===== src/rtl/cpu_types_pkg.sv =====
// Shared pipeline types: latch occupancy states and a helper mapping them to a beat count.
package cpu_types_pkg;

  typedef enum logic [1:0] {
    EMPTY = 2'd0,
    ONE   = 2'd1,
    TWO   = 2'd2
  } skid_state_t;

  function automatic logic [1:0] occ_of(input skid_state_t s);
    case (s)
      ONE:     occ_of = 2'd1;
      TWO:     occ_of = 2'd2;
      default: occ_of = 2'd0;
    endcase
  endfunction

endpackage


===== src/rtl/pipe_skid_latch_if.sv =====
// Upstream/downstream handshake bundle of the skid latch; slave is the latch side.
interface pipe_skid_latch_if #(
  parameter int unsigned DATA_W = 64,
  parameter int unsigned CTRL_W = 16
);
  logic              in_valid;
  logic              in_ready;
  logic [DATA_W-1:0] in_data;
  logic [CTRL_W-1:0] in_ctrl;
  logic              flush;
  logic              dhit;
  logic              out_valid;
  logic              out_ready;
  logic [DATA_W-1:0] out_data;
  logic [CTRL_W-1:0] out_ctrl;
  logic [1:0]        occupancy;

  modport master (
    output in_valid, in_data, in_ctrl, flush, dhit, out_ready,
    input  in_ready, out_valid, out_data, out_ctrl, occupancy
  );

  modport slave (
    input  in_valid, in_data, in_ctrl, flush, dhit, out_ready,
    output in_ready, out_valid, out_data, out_ctrl, occupancy
  );
endinterface


===== src/rtl/pipe_entry.sv =====
// One held beat: clear beats load, load beats mask-clear of the request bits.
module pipe_entry #(
  parameter int unsigned    W    = 80,
  parameter logic [W-1:0]   MASK = '0
) (
  input  logic         clk,
  input  logic         rst_n,
  input  logic         load,
  input  logic         clear,
  input  logic         mask_clr,
  input  logic [W-1:0] d,
  output logic [W-1:0] q
);

  always_ff @(posedge clk or negedge rst_n) begin
    if (!rst_n)        q <= '0;
    else if (clear)    q <= '0;
    else if (load)     q <= d;
    else if (mask_clr) q <= q & ~MASK;
  end

endmodule


===== src/rtl/pipe_skid_latch.sv =====
// Two-entry skid latch between pipeline stages; main drives the outputs, skid absorbs one stalled beat.
module pipe_skid_latch
  import cpu_types_pkg::*;
#(
  parameter int unsigned       DATA_W   = 64,
  parameter int unsigned       CTRL_W   = 16,
  parameter logic [CTRL_W-1:0] REQ_MASK = {{(CTRL_W-2){1'b0}}, 2'b11}
) (
  input  logic               CLK,
  input  logic               nRST,
  pipe_skid_latch_if.slave   bus
);

  localparam int unsigned  W         = DATA_W + CTRL_W;
  localparam logic [W-1:0] FULL_MASK = {{DATA_W{1'b0}}, REQ_MASK};

  skid_state_t  state;
  logic         accept, pop;
  logic         main_load, main_clr, main_mask, skid_load, skid_clr;
  logic [W-1:0] in_beat, main_d, main_q, skid_q;

  assign in_beat       = {bus.in_data, bus.in_ctrl};
  assign bus.in_ready  = (state != TWO);
  assign bus.out_valid = (state != EMPTY);
  assign accept        = bus.in_valid && bus.in_ready;
  assign pop           = bus.out_valid && bus.out_ready;
  assign bus.out_data  = main_q[W-1:CTRL_W];
  assign bus.out_ctrl  = main_q[CTRL_W-1:0];
  assign bus.occupancy = occ_of(state);

  always_comb begin
    main_load = 1'b0;
    main_clr  = 1'b0;
    main_mask = 1'b0;
    skid_load = 1'b0;
    skid_clr  = 1'b0;
    main_d    = in_beat;
    if (bus.flush) begin
      main_clr = 1'b1;
      skid_clr = 1'b1;
    end else begin
      case (state)
        EMPTY: main_load = accept;
        ONE: begin
          skid_load = accept && !pop;
          main_load = accept && pop;
          main_clr  = !accept && pop;
          main_mask = bus.dhit && !pop;
        end
        TWO: begin
          // skid advances into main; main's own mask-clear is moot on a pop
          main_load = pop;
          main_d    = skid_q;
          skid_clr  = pop;
          main_mask = bus.dhit && !pop;
        end
        default: main_clr = 1'b1;
      endcase
    end
  end

  always_ff @(posedge CLK or negedge nRST) begin
    if (!nRST) begin
      state <= EMPTY;
    end else if (bus.flush) begin
      state <= EMPTY;
    end else begin
      case (state)
        EMPTY: if (accept) state <= ONE;
        ONE: begin
          if (accept && !pop)      state <= TWO;
          else if (!accept && pop) state <= EMPTY;
        end
        TWO:     if (pop) state <= ONE;
        default: state <= EMPTY;
      endcase
    end
  end

  pipe_entry #(.W(W), .MASK(FULL_MASK)) u_main (
    .clk      (CLK),
    .rst_n    (nRST),
    .load     (main_load),
    .clear    (main_clr),
    .mask_clr (main_mask),
    .d        (main_d),
    .q        (main_q)
  );

  pipe_entry #(.W(W), .MASK(FULL_MASK)) u_skid (
    .clk      (CLK),
    .rst_n    (nRST),
    .load     (skid_load),
    .clear    (skid_clr),
    .mask_clr (1'b0),
    .d        (in_beat),
    .q        (skid_q)
  );

endmodule


===== src/flat_wrapper.sv =====
// flat-port wrapper written by rule: the top's interface ports become plain ports
module pipe_skid_latch_flat import cpu_types_pkg::*;
#(
  parameter int unsigned       DATA_W   = 64,
  parameter int unsigned       CTRL_W   = 16,
  parameter logic [CTRL_W-1:0] REQ_MASK = {{(CTRL_W-2){1'b0}}, 2'b11}
)
  (CLK, nRST, bus_in_valid, bus_in_data, bus_in_ctrl, bus_flush, bus_dhit, bus_out_ready, bus_in_ready, bus_out_valid, bus_out_data, bus_out_ctrl, bus_occupancy);
  pipe_skid_latch_if #(.DATA_W(DATA_W), .CTRL_W(CTRL_W)) bus_i ();
  input  logic CLK;
  input  logic nRST;
  input wire logic [$bits(bus_i.in_valid)-1:0] bus_in_valid;
  input wire logic [$bits(bus_i.in_data)-1:0] bus_in_data;
  input wire logic [$bits(bus_i.in_ctrl)-1:0] bus_in_ctrl;
  input wire logic [$bits(bus_i.flush)-1:0] bus_flush;
  input wire logic [$bits(bus_i.dhit)-1:0] bus_dhit;
  input wire logic [$bits(bus_i.out_ready)-1:0] bus_out_ready;
  output wire logic [$bits(bus_i.in_ready)-1:0] bus_in_ready;
  output wire logic [$bits(bus_i.out_valid)-1:0] bus_out_valid;
  output wire logic [$bits(bus_i.out_data)-1:0] bus_out_data;
  output wire logic [$bits(bus_i.out_ctrl)-1:0] bus_out_ctrl;
  output wire logic [$bits(bus_i.occupancy)-1:0] bus_occupancy;
  assign bus_i.in_valid = bus_in_valid;
  assign bus_i.in_data = bus_in_data;
  assign bus_i.in_ctrl = bus_in_ctrl;
  assign bus_i.flush = bus_flush;
  assign bus_i.dhit = bus_dhit;
  assign bus_i.out_ready = bus_out_ready;
  assign bus_in_ready = bus_i.in_ready;
  assign bus_out_valid = bus_i.out_valid;
  assign bus_out_data = bus_i.out_data;
  assign bus_out_ctrl = bus_i.out_ctrl;
  assign bus_occupancy = bus_i.occupancy;
  pipe_skid_latch #(.DATA_W(DATA_W), .CTRL_W(CTRL_W), .REQ_MASK(REQ_MASK)) u_core (.CLK(CLK), .nRST(nRST), .bus(bus_i));
endmodule

===== config.mk =====
export PLATFORM = sky130hd
export DESIGN_NAME = pipe_skid_latch_flat
export DESIGN_NICKNAME = d
export VERILOG_FILES = /design/src/rtl/cpu_types_pkg.sv /design/src/rtl/pipe_skid_latch_if.sv /design/src/rtl/pipe_entry.sv /design/src/rtl/pipe_skid_latch.sv /design/src/flat_wrapper.sv
export SDC_FILE = /design/constraint.sdc
export NUM_CORES = 1
export LEC_CHECK = 0
export ABC_AREA = 0
export ABC_CLOCK_PERIOD_IN_PS = 3500
export CAP_MARGIN = 0
export CORE_ASPECT_RATIO = 1.4
export CORE_MARGIN = 2
export CORE_UTILIZATION = 56
export CTS_CLUSTER_DIAMETER = 200
export DETAILED_ROUTE_END_ITERATION = 7
export PLACE_DENSITY_LB_ADDON = 0.25
export SYNTH_ARGS = -nofsm -noshare
export SYNTH_HDL_FRONTEND = slang
export SYNTH_HIERARCHICAL = 1
export SYNTH_SLANG_ARGS = --single-unit
export TNS_END_PERCENT = 20

===== constraint.sdc =====
create_clock -name CLK -period 3.5 [get_ports CLK]
set_clock_uncertainty 0.1 [all_clocks]
set_input_delay 0.35 -clock CLK [delete_from_list [all_inputs] [get_ports CLK]]
set_output_delay 0.35 -clock CLK [all_outputs]
set_load 0.005 [all_outputs]

==> Word-level counts from Yosys, hierarchy flattened <==
Cells that the tools add are included.
{ "totals": {"regBits": 162, "input_bits": 86, "out_inout_bits": 84, "elab_cells": 50} }
{ "op_classes": {"eq_ne": 6, "n_mux": 24, "reduce_logical": 16} }
{ "op_table": {"columns": ["op", "count"], "rows": [
  ["$mux 80", 6],
  ["$mux 2", 6],
  ["$mux 1", 8],
  ["$logic_and 1x1->1", 6],
  ["$ne 3x2->1 const B", 2],
  ["$pmux 2 s3", 1],
  ["$reduce_bool 2->1", 3],
  ["$ne 4x2->1 const B", 1],
  ["$pmux 2 s2", 1],
  ["$reduce_or 2->1", 2],
  ["$pmux 1 s3", 1],
  ["$reduce_and 3->1", 1],
  ["$reduce_bool 3->1", 1],
  ["$eq 2x1->1 const B", 1],
  ["$eq 2x2->1 const B", 1],
  ["$logic_not 1->1", 2],
  ["$logic_not 2->1", 1],
  ["$ne 2x2->1 const B", 1],
  ["$pmux 1 s2", 1]
]} }

==> Longest topological paths before layout <==
{ "logic_depth": {"depth_word": 9, "mapped_depth": 10, "depth_no_buf": 8} }

==> Modules after synthesis <==
The synthesis kept the hierarchy.
{ "modules_own_cells": {"columns": ["module", "instances", "cells_per_inst", "area_each_um2", "seq_area_each_um2"], "rows": [
  ["pipe_entry", 2, 260, 3209.3, 2001.9],
  ["pipe_skid_latch", 1, 124, 1646.6, 50.0]
]} }

==> Worst setup path before layout <==
Ideal clock, no wire load.
{ "synth_path": {"path_kind": "register to register", "startpoint": "register u_core.state[0]", "endpoint": "register u_core.u_main.q[2]", "setup_ps": 132, "arrival_ps": 1762, "required_ps": 3268, "setup_slack_ps": 1506, "path_stages_with_launch": 11, "path_buffers": 2, "synth_period_minus_slack_ps": 1994, "cell_sequence": "dfrtp_1 > inv_1 > ha_1 > nand2b_1 > nor2_1 > a21oi_1 > nor3_1 > buf_2 > buf_4 > mux2i_1 > nor2_1"} }
{ "synth_via": {"word_cells_on_any_way": 20, "classes_between": "eq/ne: 3; mux: 8; reduce/logical: 9"} }
{ "synth_rtl": {"columns": ["item", "line_no", "source"], "rows": [
  ["from (decl)", "pipe_skid_latch.sv:17", "skid_state_t state;"],
  ["from (signal assigned)", "pipe_skid_latch.sv:64", "state <= EMPTY;"],
  ["from (signal assigned)", "pipe_skid_latch.sv:66", "state <= EMPTY;"],
  ["from (signal assigned)", "pipe_skid_latch.sv:69", "EMPTY: if (accept) state <= ONE;"],
  ["$ne 2x2->1 / $reduce_bool 2->1 (equally long branches)", "pipe_skid_latch.sv:23, pipe_skid_latch.sv:24", null],
  ["$logic_and 1x1->1 (on tied branches)", "pipe_skid_latch.sv:25, pipe_skid_latch.sv:26", null],
  ["$logic_and 1x1->1", "pipe_skid_latch.sv:46", "main_load = accept && pop;"],
  ["$pmux 1 s3 *", "pipe_skid_latch.sv:42", "case (state)"],
  ["$mux 1 *", "pipe_skid_latch.sv:38", "if (bus.flush) begin"],
  ["via u_core.main_load", "pipe_skid_latch.sv:19", "logic main_load, main_clr, main_mask, skid_load, skid_clr;"],
  ["$reduce_bool 2->1 (no source line) *", null, null],
  ["to (signal assigned)", "pipe_entry.sv:19", "else if (mask_clr) q <= q & ~MASK;"],
  ["to (decl)", "pipe_entry.sv:12", "output logic [W-1:0] q"]
]} }
The timed path passes the listed nets; every way through them passes the cells marked *. The select of a mux whose other input is x is not followed.
A chain may end at the register's enable or synchronous reset.

==> Worst setup path in the final report <==
{ "layout_path": {"startpoint": "register u_core.state[0]", "endpoint": "register u_core.u_skid.q[50]"} }
{ "layout_via": {"elab_chain_len": 7, "word_cells_on_any_way": 14, "classes_between": "eq/ne: 3; mux: 5; reduce/logical: 6"} }
{ "layout_lines": {"columns": ["item", "line_no", "source"], "rows": [
  ["$reduce_bool 2->1", "pipe_skid_latch.sv:24", "assign bus.out_valid = (state != EMPTY);"],
  ["$logic_and 1x1->1", "pipe_skid_latch.sv:26", "assign pop = bus.out_valid && bus.out_ready;"],
  ["$logic_not 1->1", "pipe_skid_latch.sv:45", "skid_load = accept && !pop;"],
  ["$logic_and 1x1->1", "pipe_skid_latch.sv:45", null],
  ["$mux 1 *", "pipe_skid_latch.sv:42", null],
  ["$mux 1 *", "pipe_skid_latch.sv:38", null],
  ["via u_core.skid_load", "pipe_skid_latch.sv:19", null],
  ["$reduce_bool 2->1 (no source line) *", null, null],
  ["to (signal assigned)", "pipe_entry.sv:19", null],
  ["to (decl)", "pipe_entry.sv:12", null]
]} }
The timed path passes the listed nets; every way through them passes the cells marked *.

==> metrics <==
Worst Path Required=3680 ps; TritonRoute pass-1 iters=4; Routed Antenna Nets=0; Slew headroom=43.7%; status=finished, final reports clean; CTS Buffer Depth=2; CP Max Fanout=27; gr usage total=24.0%; TritonCTS Sinks=162; Power Internal=3.76 mW; Synth-to-Final Area Change=28.3%; part of the power in registers=40.6%; initial core utilization=57.7%; hold_ws=423 ps; pwr dens=510 mW/mm²; vias in the first global route=5978; Ant. Diodes=0; Avg Synthesized Cell Area=12.5 µm²; first-pass GRT wire length=29500 µm; Fin. Hold Viols=0; Area contributors post-synth=dfrtp_1 50%, mux2i_1 19%, mux2_4 15%; Overflow after GRT=0; ys flop type=dfrtp_1; Logic pwr share=25.7%; CP top delay family=buffers and inverters; leakage=4.52 nW; commonest cells after routing, fill and taps aside=168 x clkdlybuf4s50_1, 162 x dfrtp_1, 160 x nor2_1, 156 x mux2i_1, 80 x mux2_4; commonest non-fill, non-tap cell in the layout=clkdlybuf4s50_1; via-per-instance ratio=5.35; post-DP HPWL=11800 µm; worst hold start=u_core/u_skid/q[28]; Crit path buffers/inverters=3; Die Y=146 µm; die area=0.0154 mm²; post-cts sizing count=0; Switching Fraction=28.7%; # IOs=170; PortBufs=169; WL/cell=18.0 µm; CP endpoint kind=flop; YS warnings=6; Total Wirelength=17900 µm; CTS tree=done; crit-path max cell delay=450 ps; core footprint=0.0140 mm²; post-synth top area cell=dfrtp_1; number of synthesized flops with an enable pin=0; Seq/Total Area, Yosys=50.3%; period utilisation layout=74.9%; CP Cell Sequence=inv_1 > ha_1 > and2b_4 > nor2_1 > nand3_1 > inv_4 > buf_4 > mux2i_1 > nor2_1; CTS root buf=clkbuf_16; crit path kind=reg -> reg; Max Slew Vio Count=0; # DRC=0; row cnt=51; CP max-delay cell=buf_4; worst vdd ir=0.000298 V; Mapped Area=0.00807 mm²; minimum clock period=2620 ps; setup_tns=0 ps; final setup vio count=0; CTS Buf Count=17; Fmax=382 MHz; max_cap viols=0; worst r2r src=u_core/state[0]; fillers=944; CTS clk-pin slew, worst paths=60 ps; worst skew pair latency=410 ps; share of layout cells above drive strength 1=15.8%; share of the synthesized area in the top cell type=50.3%; DRT iter0 DRCs=199; RSZ-0062 raised after global routing=no; GPL Wtd Cong=0.793; Data arrival, critical path=2800 ps; H-Tree Depth=4; largest net degree at the start of global routing=93; Hold Path Class=reg -> reg; share of synthesized flip-flops with an asynchronous set or reset=100%; crit path from=u_core/state[0]; total number of vias=5324; nets@finish=889; startpoint types=flop; Clock power frac=33.7%; crit-path most repeated cell=nor2_1; initial antenna violation count=0; Post-Synthesis Cells=644; die extent in x=105 µm; Psw=1.52 mW; flops & latches, synth=162; Worst-Margin Slew=845 ps; post-synthesis cell type count=27
## Yosys cell counts, types with 4 or more instances
library cell,instances
dfrtp_1,162
inv_1,4
ha_1,5
mux2_4,80
mux2i_1,156
buf_4,16
clkbuf_1,18
nand2_1,4
a21oi_1,6
buf_12,8
nor2_1,160
or3b_1,4
## timing repair
item                      4_1_cts  5_1_grt
buffers inserted                0        0
hold buffers                    1        0
hold endpoints to repair       91        0
## per-layer routing
metal,global-route usage (%),routed length [µm]
met5,0,0
met4,11.1,431
met3,4.88,708
met2,41.9,9560
met1,28.2,7220
## worst paths after layout
path | end | slack [ps] | depth (start not counted)
max | u_core/u_skid/q[50] | 880 | 9
min in group asynchronous | u_core/u_main/q[53] | 460 | 2
max reg2reg | u_core/u_skid/q[50] | 880 | 9
max in group asynchronous | u_core/u_main/q[24] | 1960 | 3
min reg2reg | u_core/u_skid/q[28] | 420 | 2
min | u_core/u_skid/q[28] | 420 | 2
## area by class of cell
class                      count  area (µm²)  share of cell area [%]
timing repair buffer         179        1830                    17.7
sequential                   162        4050                    39.2
inverter                       5        21.3                   0.206
clock buffer                  19         443                    4.28
multi-input combinational    433        3640                    35.2
tap                          185         231                    2.24
clock inverter                13         124                    1.20
## worst min-delay path, delay by kind of cell (launching register included)
kind | cells | cell delay, ps
mux | 1 | 70
simple gates | 1 | 80
flops | 1 | 340
## state kept, by name, indices dropped and copies added, names as in the netlist
name,cells
u_core/state,2
u_core/u_main/q,80
u_core/u_skid/q,80
## per-stage QoR
| step | power [mW] | utilization [%] | setup WS, ps | area [µm²] | std cells |
|---|---|---|---|---|---|
| finish | 5.28 | 74.0 | 879 | 10300 | 996 |
| global route | 5.53 | 74.0 | 694 | 10300 | 996 |
| CTS | 5.34 | 74.0 | 874 | 10300 | 996 |
| detailed placement | 3.54 | 69.9 | 812 | 9770 | 963 |
| global placement | 3.48 | 69.9 | 981 | 9770 | 963 |
| floorplan | 2.99 | - | 1510 | 8070 | 645 |
## power groups by stage
stage          registers [mW]  clock network (mW)  logic, mW
2_1_floorplan            2.16                   0      0.830
3_3_place_gp             2.17                   0       1.32
3_5_place_dp             2.17                   0       1.36
4_1_cts                  2.14                1.83       1.37
5_1_grt                  2.16                1.90       1.46
6_report                 2.14                1.78       1.36
## kinds of logic (layout without fill, tap and decap cells)
| family | after synthesis | after routing | share of synthesized area (%) |
|---|---|---|---|
| AO/OA/AOI/OAI | 11 | 11 | 0.807 |
| other | 1 | 2 | 0.0465 |
| multiplexers | 237 | 237 | 34.4 |
| AND/OR/NAND/NOR | 178 | 178 | 8.98 |
| buffers and inverters | 50 | 216 | 4.73 |
| adder cells (fa/ha/maj) | 5 | 5 | 0.776 |
| flip-flops | 162 | 162 | 50.3 |
(Power assumes the default switching activity.)
